`config.mk`:
```
export PLATFORM = sky130hd
export DESIGN_NAME = adder_seq_ctrl_flat
export DESIGN_NICKNAME = d
export VERILOG_FILES = /design/src/rtl/adder_seq_ctrl_if.sv /design/src/rtl/adder_seq_ctrl.sv /design/src/flat_wrapper.sv
export SDC_FILE = /design/constraint.sdc
export NUM_CORES = 1
export LEC_CHECK = 0
export BUFFER_PORTS_ARGS = -buffer_cell sky130_fd_sc_hd__clkbuf_2
export CORE_UTILIZATION = 55
export DETAILED_ROUTE_END_ITERATION = 10
export PLACE_DENSITY = 0.81
export REMOVE_ABC_BUFFERS = 1
export SYNTH_ARGS = -nofsm -noshare
export SYNTH_HDL_FRONTEND = slang
export SYNTH_SLANG_ARGS = --single-unit
```
`constraint.sdc`:
```
create_clock -name clk -period 6.5 [get_ports clk]
set_input_delay 0.975 -clock clk [delete_from_list [all_inputs] [get_ports clk]]
set_output_delay 0.975 -clock clk [all_outputs]
set_load 0.03 [all_outputs]
```
`src/rtl/adder_seq_ctrl_if.sv`:
```
// Request/result bundle for the nibble-serial adder/subtractor.
// The slave side is the arithmetic block and the master side is whoever issues operations.
interface adder_seq_ctrl_if #(
  parameter int WIDTH = 32
);
  logic             in_valid;
  logic             in_ready;
  logic             op_sub;
  logic [WIDTH-1:0] a;
  logic [WIDTH-1:0] b;
  logic             cin;
  logic             out_valid;
  logic             out_ready;
  logic [WIDTH-1:0] sum;
  logic             cout;
  logic             ovf;
  logic             busy;

  modport slave (
    input  in_valid, op_sub, a, b, cin, out_ready,
    output in_ready, out_valid, sum, cout, ovf, busy
  );

  modport master (
    output in_valid, op_sub, a, b, cin, out_ready,
    input  in_ready, out_valid, sum, cout, ovf, busy
  );
endinterface

```
`src/rtl/adder_seq_ctrl.sv`:
```
// Sequential adder/subtractor that reuses one 4-bit carry-lookahead slice,
// processing one nibble per clock from LSB to MSB.

module cla_4 (
  input  logic [3:0] a,
  input  logic [3:0] b,
  input  logic       cin,
  output logic [3:0] s,
  output logic       cout
);
  logic [3:0] g;
  logic [3:0] p;
  logic [4:0] c;

  assign g = a & b;
  assign p = a ^ b;

  // Carries are flattened lookahead terms rather than a ripple chain.
  assign c[0] = cin;
  assign c[1] = g[0] | (p[0] & cin);
  assign c[2] = g[1] | (p[1] & g[0]) | (p[1] & p[0] & cin);
  assign c[3] = g[2] | (p[2] & g[1]) | (p[2] & p[1] & g[0])
              | (p[2] & p[1] & p[0] & cin);
  assign c[4] = g[3] | (p[3] & g[2]) | (p[3] & p[2] & g[1])
              | (p[3] & p[2] & p[1] & g[0]) | (p[3] & p[2] & p[1] & p[0] & cin);

  assign s    = p ^ c[3:0];
  assign cout = c[4];
endmodule

module adder_seq_ctrl #(
  parameter int WIDTH = 32
) (
  input  logic           clk,
  input  logic           rst,
  adder_seq_ctrl_if.slave bus
);
  localparam int NIB   = WIDTH / 4;
  localparam int CNT_W = (NIB > 1) ? $clog2(NIB) : 1;
  localparam logic [CNT_W-1:0] LAST = CNT_W'(NIB - 1);

  typedef enum logic [1:0] {
    IDLE = 2'd0,
    RUN  = 2'd1,
    DONE = 2'd2
  } state_t;

  state_t                  state_q;
  state_t                  state_d;
  logic signed [WIDTH-1:0] a_r;
  logic signed [WIDTH-1:0] beff_r;
  logic signed [WIDTH-1:0] sum_r;
  logic signed [WIDTH-1:0] sum_d;
  logic                    carry_r;
  logic [CNT_W-1:0]        cnt_r;
  logic [3:0]              nib_a;
  logic [3:0]              nib_b;
  logic [3:0]              nib_s;
  logic                    nib_co;

  function automatic logic [3:0] nibble(input logic [WIDTH-1:0] v,
                                        input logic [CNT_W-1:0] k);
    logic [3:0] r;
    r = 4'h0;
    for (int i = 0; i < NIB; i++) begin
      if (k == CNT_W'(i)) r = v[4*i +: 4];
    end
    return r;
  endfunction

  function automatic logic signed_ovf(input logic signed [WIDTH-1:0] x,
                                      input logic signed [WIDTH-1:0] y,
                                      input logic signed [WIDTH-1:0] s);
    return (x[WIDTH-1] == y[WIDTH-1]) && (s[WIDTH-1] != x[WIDTH-1]);
  endfunction

  assign nib_a = nibble(a_r, cnt_r);
  assign nib_b = nibble(beff_r, cnt_r);

  cla_4 u_cla (
    .a    (nib_a),
    .b    (nib_b),
    .cin  (carry_r),
    .s    (nib_s),
    .cout (nib_co)
  );

  always_comb begin
    sum_d = sum_r;
    for (int i = 0; i < NIB; i++) begin
      if (cnt_r == CNT_W'(i)) sum_d[4*i +: 4] = nib_s;
    end
  end

  always_comb begin
    state_d = state_q;
    case (state_q)
      IDLE:    if (bus.in_valid)      state_d = RUN;
      RUN:     if (cnt_r == LAST)     state_d = DONE;
      DONE:    if (bus.out_ready)     state_d = IDLE;
      default:                        state_d = IDLE;
    endcase
  end

  always_ff @(posedge clk or posedge rst) begin
    if (rst) begin
      state_q <= IDLE;
      a_r     <= '0;
      beff_r  <= '0;
      sum_r   <= '0;
      carry_r <= 1'b0;
      cnt_r   <= '0;
    end else begin
      state_q <= state_d;
      case (state_q)
        IDLE: begin
          if (bus.in_valid) begin
            a_r     <= bus.a;
            beff_r  <= bus.op_sub ? ~bus.b : bus.b;
            carry_r <= bus.op_sub ? 1'b1 : bus.cin;
            cnt_r   <= '0;
          end
        end
        RUN: begin
          sum_r   <= sum_d;
          carry_r <= nib_co;
          // Counter parks on the last nibble so DONE never sees a wrapped index.
          if (cnt_r != LAST) cnt_r <= cnt_r + CNT_W'(1);
        end
        default: ;
      endcase
    end
  end

  assign bus.in_ready  = (state_q == IDLE);
  assign bus.out_valid = (state_q == DONE);
  assign bus.busy      = (state_q != IDLE);
  assign bus.sum       = sum_r;
  assign bus.cout      = carry_r;
  assign bus.ovf       = signed_ovf(a_r, beff_r, sum_r);
endmodule
```
`src/flat_wrapper.sv`:
```
// flat-port wrapper written by rule: the top's interface ports become plain ports
module adder_seq_ctrl_flat 
#(
  parameter int WIDTH = 32
)
  (clk, rst, bus_in_valid, bus_op_sub, bus_a, bus_b, bus_cin, bus_out_ready, bus_in_ready, bus_out_valid, bus_sum, bus_cout, bus_ovf, bus_busy);
  adder_seq_ctrl_if #(.WIDTH(WIDTH)) bus_i ();
  input  logic clk;
  input  logic rst;
  input wire logic [$bits(bus_i.in_valid)-1:0] bus_in_valid;
  input wire logic [$bits(bus_i.op_sub)-1:0] bus_op_sub;
  input wire logic [$bits(bus_i.a)-1:0] bus_a;
  input wire logic [$bits(bus_i.b)-1:0] bus_b;
  input wire logic [$bits(bus_i.cin)-1:0] bus_cin;
  input wire logic [$bits(bus_i.out_ready)-1:0] bus_out_ready;
  output wire logic [$bits(bus_i.in_ready)-1:0] bus_in_ready;
  output wire logic [$bits(bus_i.out_valid)-1:0] bus_out_valid;
  output wire logic [$bits(bus_i.sum)-1:0] bus_sum;
  output wire logic [$bits(bus_i.cout)-1:0] bus_cout;
  output wire logic [$bits(bus_i.ovf)-1:0] bus_ovf;
  output wire logic [$bits(bus_i.busy)-1:0] bus_busy;
  assign bus_i.in_valid = bus_in_valid;
  assign bus_i.op_sub = bus_op_sub;
  assign bus_i.a = bus_a;
  assign bus_i.b = bus_b;
  assign bus_i.cin = bus_cin;
  assign bus_i.out_ready = bus_out_ready;
  assign bus_in_ready = bus_i.in_ready;
  assign bus_out_valid = bus_i.out_valid;
  assign bus_sum = bus_i.sum;
  assign bus_cout = bus_i.cout;
  assign bus_ovf = bus_i.ovf;
  assign bus_busy = bus_i.busy;
  adder_seq_ctrl #(.WIDTH(WIDTH)) u_core (.clk(clk), .rst(rst), .bus(bus_i));
endmodule
```
---- Word level (Yosys, flattened, before mapping) ----
Index checks and enable logic that the tools add are counted.
cells by class
  add/sub/neg operators ................... 1
  equality and inequality tests ........... 16
  mux-type cells .......................... 27
  bitwise logic cells ..................... 30
  reduce and logical (&&, ||, !) cells .... 17
operators by type and width
  operator             count
  $mux 4               16
  $mux 32              1
  $not 32->32          1
  $reduce_and 2->1     10
  $and 1x1->1          16
  $eq 3x3->1 const B   4
  $or 1x1->1           10
  $xor 4x4->4          2
  $eq 3x2->1 const B   2
  $mux 2               3
  $mux 3               2
  $pmux 2 s3           1
  $pmux 3 s2           1
  $reduce_and 3->1     2
  $and 4x4->4          1
  $ne 2x1->1 const B   2
  $ne 2x2->1 const B   2
  $reduce_bool 2->1    2
  $add 3x1->3 const B  1
  $eq 3x1->1 const B   1
  $logic_not 3->1      1
  $ne 3x3->1 const B   1
  $eq 2x1->1 const B   1
  $eq 2x2->1 const B   1
  6 further kinds      7
storage, ports and cells
  register bits ........................... 102
  input bits .............................. 70
  output and inout port bits .............. 37
  word-level logic and storage cells ...... 104

---- Logic depth before layout (Yosys ltp) ----
  word-level depth ........................ 16
  gate-level depth with buffers ........... 14
  gate-level depth less buffers ........... 11

---- Hierarchy ----
A second synthesis with hierarchy kept.
unflattened totals
  cells, all modules ...................... 462
  area, all modules ....................... 5038.6 um^2
by module, submodules not included
  module          times used  cells an instance  area an instance (um^2)  sequential area each (um^2)
  adder_seq_ctrl  1           449                4906.0                   2552.4
  cla_4           1           13                 132.6                    0.0

---- Worst setup path before layout ----
Ideal clock, no wire load.
  path type ............................... flip-flop to flip-flop
  start point ............................. register u_core.cnt_r[2]
  end point ............................... register u_core.sum_r[11], in the netlist u_core.bus.sum[11]
  setup time .............................. 140 ps
  arrival ................................. 2802 ps
  data required time ...................... 6360 ps
  slack ................................... 3558 ps
  cell stages (with the launch flop) ...... 14
  buffers on the path ..................... 3
  period minus slack after synthesis ...... 2942 ps
  cell sequence ........................... dfrtp_1 buf_6 inv_1 buf_4 ha_1 buf_2 nor2b_1 a2111oi_0 a21oi_1 ha_1 a211oi_1 o21bai_1 xnor2_1 o21ai_0
between the ends
  cells in the longest elaborated chain, start to end .. 15
  elaborated cells on any way between the ends .. 36
  classes of those cells .................. eq/ne (7); mux (16); bitwise (11); reduce/logical (2)
RTL lines
  item                                               RTL line                                    source
  from (decl)                                        adder_seq_ctrl.sv:55                        logic [CNT_W-1:0] cnt_r;
  from (signal assigned)                             adder_seq_ctrl.sv:128                       if (cnt_r != LAST) cnt_r <= cnt_r + CNT_W'(1);
  $logic_not 3->1                                    adder_seq_ctrl.sv:66                        if (k == CNT_W'(i)) r = v[4*i +: 4];
  $mux 4 (8 in series)                               adder_seq_ctrl.sv:66
  $xor 4x4->4 / $and 4x4->4 (equally long branches)  adder_seq_ctrl.sv:16, adder_seq_ctrl.sv:15
  $and 1x1->1, on equally long branches              adder_seq_ctrl.sv:22, adder_seq_ctrl.sv:23
  $or 1x1->1, or another cell as far along           adder_seq_ctrl.sv:22                        assign c[3] = g[2] | (p[2] & g[1]) | (p[2] & p[1] & g[0])
  $or 1x1->1 / $and 1x1->1 (equally long branches)   adder_seq_ctrl.sv:22, adder_seq_ctrl.sv:23
  $or 1x1->1                                         adder_seq_ctrl.sv:23                        | (p[2] & p[1] & p[0] & cin);
  $xor 4x4->4                                        adder_seq_ctrl.sv:27                        assign s = p ^ c[3:0];
  to (signal assigned)                               adder_seq_ctrl.sv:125                       sum_r <= sum_d;
  to (decl)                                          adder_seq_ctrl.sv:52                        logic signed [WIDTH-1:0] sum_r;
Several ways; a longest one is shown, not always the timed one.
A chain may end at the register's enable or synchronous reset.

---- Worst setup path in the final report ----
  start point ............................. register u_core.cnt_r[2]
  end point ............................... register u_core.sum_r[26], in the netlist u_core.bus.sum[26]
between the ends
  cells in the longest elaborated chain, start to end .. 14
  elaborated cells on any way between the ends .. 33
  classes of those cells .................. eq/ne (7); mux (16); bitwise (8); reduce/logical (2)
RTL lines
  item                                               RTL line                                    source
  $logic_not 3->1                                    adder_seq_ctrl.sv:66
  $mux 4 (8 in series)                               adder_seq_ctrl.sv:66
  $xor 4x4->4 / $and 4x4->4 (equally long branches)  adder_seq_ctrl.sv:16, adder_seq_ctrl.sv:15
  $and 1x1->1                                        adder_seq_ctrl.sv:21                        assign c[2] = g[1] | (p[1] & g[0]) | (p[1] & p[0] & cin);
  $or 1x1->1 / $and 1x1->1 (equally long branches)   adder_seq_ctrl.sv:21
  $or 1x1->1                                         adder_seq_ctrl.sv:21
  $xor 4x4->4                                        adder_seq_ctrl.sv:27
Several ways; a longest one is shown, not always the timed one.

==> results.sh <==
export IMPL_status="completed"
export IMPL_grt_setup_unrepaired="no"
export IMPL_grt_overflow=0
export IMPL_antenna_found_initial=0
export IMPL_crit_family="compound AO/OA/AOI/OAI gates"
export IMPL_diodes=0
export IMPL_synth_most_common_cell="dfrtp_1"
export IMPL_fp_row_count=34
export IMPL_worstRegToRegCells=11
export IMPL_place_ws_ns=2.69
export IMPL_core_area_mm2=0.00868
export IMPL_synthCells=479
export IMPL_cp_end_kind="flop"
export IMPL_switchingPower_mw=1.59
export IMPL_p_leak_nw=2.66
export IMPL_fillers=694
export IMPL_routedWlPerCell_um=16.2
export IMPL_yosysTopAreaCell="dfrtp_1"
export IMPL_drive_gt1_share_pct=28.9
export IMPL_seq_area_frac_synth_pct=51.8
export IMPL_numPortBuffers=106
export IMPL_max_slew_margin_rel_pct=33.6
export IMPL_fp_dieArea_mm2=0.00935
export IMPL_cts_htree_levels=3
export IMPL_clockBufferDepth=2
export IMPL_nNetsFinal=654
export IMPL_cts_tree="yes"
export IMPL_worst_setup_path_start_kind="flop"
export IMPL_tns_ns=0
export IMPL_hp_start="u_core.beff_r[2]$_DFFE_PP0P_"
export IMPL_worstHoldPathCells=2
export IMPL_antenna_left=0
export IMPL_routed_wl_mm=11.1
export IMPL_finalSetupViolCount=0
export IMPL_cp_depth=11
export IMPL_combPwrFrac_pct=53.3
export IMPL_grt_pass1_vias=3808
export IMPL_pwr_share_clk_pct=11.6
export IMPL_post_route_min_period_ns=3.85
export IMPL_powerDensity_mw_per_mm2=587
export IMPL_hpwl_mm=8.12
export IMPL_cts_clk_slew_worst_paths_ns=0.11
export IMPL_syn_area_mm2=0.00493
export IMPL_grtUsageTotal_pct=25.1
export IMPL_die_h_um=96.7
export IMPL_peakVddDrop_v=0.000230
export IMPL_avgViaCountPerCell=5.56
export IMPL_worst_slack_ns=2.65
export IMPL_hold_class="flop to flop"
export IMPL_pwr_share_seq_pct=35.1
export IMPL_worst_slew_pin_slew_ns=0.997
export IMPL_worstSkewPairLatency_ns=0.38
export IMPL_cts_repair_resized=0
export IMPL_gp_congestion=0.922
export IMPL_cts_buffers=9
export IMPL_crit_buf_inv=1
export IMPL_dr_first_iter_drc_count=206
export IMPL_fin_skew_ns=0.0194
export IMPL_timing_final_crit_share_pct=59.3
export IMPL_hold_viol=0
export IMPL_area_growth_pct=15.0
export IMPL_post_cts_setup_buffers=0
export IMPL_synth_seq_cells=102
export IMPL_cp_required_ns=6.74
export IMPL_initial_core_util_pct=56.8
export IMPL_synth_ff_type="dfrtp_1"
export IMPL_yosysUniqueCellTypes=41
export IMPL_synth_top_cell_area_share_pct=51.8
export IMPL_p_int_mw=1.74
export IMPL_totalPowerFinal_mw=3.33
export IMPL_cp_slowest_cell="dfrtp_1"
export IMPL_cp_cell_sequence="inv_1 > ha_1 > nor2_1 > a22oi_1 > a21oi_1 > o221a_2 > ha_1 > a21o_1 > a21oi_1 > xor2_1 > o21ai_0"
export IMPL_drc=0
export IMPL_critPathKind="flop to flop"
export IMPL_die_x_um=96.7
export IMPL_grt_max_degree=62
export IMPL_slowest_delay_ns=0.65
export IMPL_root_buffer="clkbuf_8"
export IMPL_firstDrtPassIters=6
export IMPL_synth_edf_count=0
export IMPL_critPathMaxFanout=14
export IMPL_avgSynthCellArea_um2=10.3
export IMPL_maxCapViolations=0
export IMPL_synth_area_leaders="dfrtp_1 52%, mux2_2 8.5%, o21ai_0 6.6%"
export IMPL_io_pin_count=107
export IMPL_worstPathArrival_ns=4.09
export IMPL_crit_start="u_core.cnt_r[2]$_DFFE_PP0P_"
export IMPL_async_flop_share_pct=100
export IMPL_cts_sinks=102
export IMPL_netlist_top_cells_count="102 x dfrtp_1, 85 x nand2_1, 65 x o21ai_0, 37 x mux2_2, 32 x xnor2_1"
export IMPL_routed_via_count=3812
export IMPL_yosysWarnings=0
export IMPL_fmax_mhz=260
export IMPL_slew_viol_final=0
export IMPL_grt_pass1_wl_mm=18.7
export IMPL_holdBufCountCts=0
export IMPL_switching_share_pct=47.6
export IMPL_r2r_start="u_core.cnt_r[2]$_DFFE_PP0P_"
worst register-to-register path, stage by stage (launching register included):
cell	delay (ns)
dfrtp_1	0.65
inv_1	0.32
ha_1	0.40
nor2_1	0.42
a22oi_1	0.19
a21oi_1	0.18
o221a_2	0.24
ha_1	0.25
a21o_1	0.16
a21oi_1	0.17
xor2_1	0.54
o21ai_0	0.20
placed cells by master, fill, tap and decap left out, types with 2 or more instances in the layout:
cell type	synthesis	layout
o22ai_1	3	3
a21oi_1	21	21
a221oi_1	4	4
clkbuf_8	0	10
a211oi_1	4	4
buf_4	6	3
nor3_1	2	2
o211ai_1	6	6
o21ai_0	65	65
dfrtp_1	102	102
o2bb2ai_1	3	3
xnor2_1	32	32
nor2_1	17	17
a2111oi_0	3	3
a221o_1	2	2
nand2b_1	7	7
inv_1	12	11
o221a_2	2	2
o32ai_1	2	2
xor2_1	3	3
clkinv_4	0	3
ha_1	10	10
a21o_1	3	3
clkbuf_2	0	106
a22oi_1	4	4
nor2b_1	7	7
mux2_2	37	37
nand3_1	3	3
nand2_1	85	85
and2_1	2	2
a22o_1	2	2
path summary, 6_finish.rpt:
check / to / slack [ns]
max in group asynchronous: u_core.a_r[17]$_DFFE_PP0P_ / 4.74
setup / recovery: u_core.bus.sum[26]$_DFFE_PP0P_ / 2.65
min in group asynchronous: u_core.beff_r[3]$_DFFE_PP0P_ / 0.66
hold reg to reg: u_core.beff_r[2]$_DFFE_PP0P_ / 0.49
setup reg to reg: u_core.bus.sum[26]$_DFFE_PP0P_ / 2.65
hold / removal: u_core.beff_r[2]$_DFFE_PP0P_ / 0.49
metal layers:
layer | wire length, um | vias up | share of wire [%] | GRT usage, %
met5 | 0 | - | 0 | 0
met4 | 218 | 0 | 2.0 | 9.53
met3 | 541 | 22 | 4.9 | 3.68
met2 | 5270 | 140 | 48 | 40.2
met1 | 5050 | 1808 | 46 | 34.8
li1 | - | 1842 | - | -
metrics by stage:
step	instance area, um^2	util, %	hold slack (ns)	instances
final	5670	65.3	0.491	686
after global placement	5480	63.1	0.461	670
after floorplan	4790	-	0.441	453
after CTS	5670	65.3	0.492	686
after global routing	5670	65.3	0.528	686
after detailed placement	5480	63.1	0.470	670
power groups by stage:
stage                     clock, mW  combinational [mW]  sequential (mW)
after global routing          0.419                1.96             1.20
after global placement            0                1.68             1.16
after detailed placement          0                1.77             1.18
after floorplan                   0                1.09             1.28
final                         0.385                1.77             1.17
after CTS                     0.392                1.78             1.17
logic make-up after synthesis:
| group | synth area share (%) |
|---|---|
| DFF | 51.8 |
| and+or+nand+nor | 10.9 |
| xor gates and xnor gates | 6.22 |
| buffers and inverters | 3.86 |
| adders and majority gates | 2.94 |
| muxes | 8.65 |
| AOI/OAI and AO/OA | 15.7 |
flip-flops by register name (all words and copies together), names as in the netlist:
register,count
u_core.a_r,32
u_core.state_q,2
u_core.bus.sum,32
u_core.beff_r,32
u_core.bus.cout,1
u_core.cnt_r,3
final cells by class:
class	instances	area (um^2)	area share, %
sequential	102	2550	45.0
multi-input combinational	338	2190	38.6
timing repair buffer	109	553	9.75
clock buffer	10	138	2.43
tap	108	135	2.38
clock inverter	6	53.8	0.949
inverter	13	51.3	0.905
(Power assumes the default switching activity.)
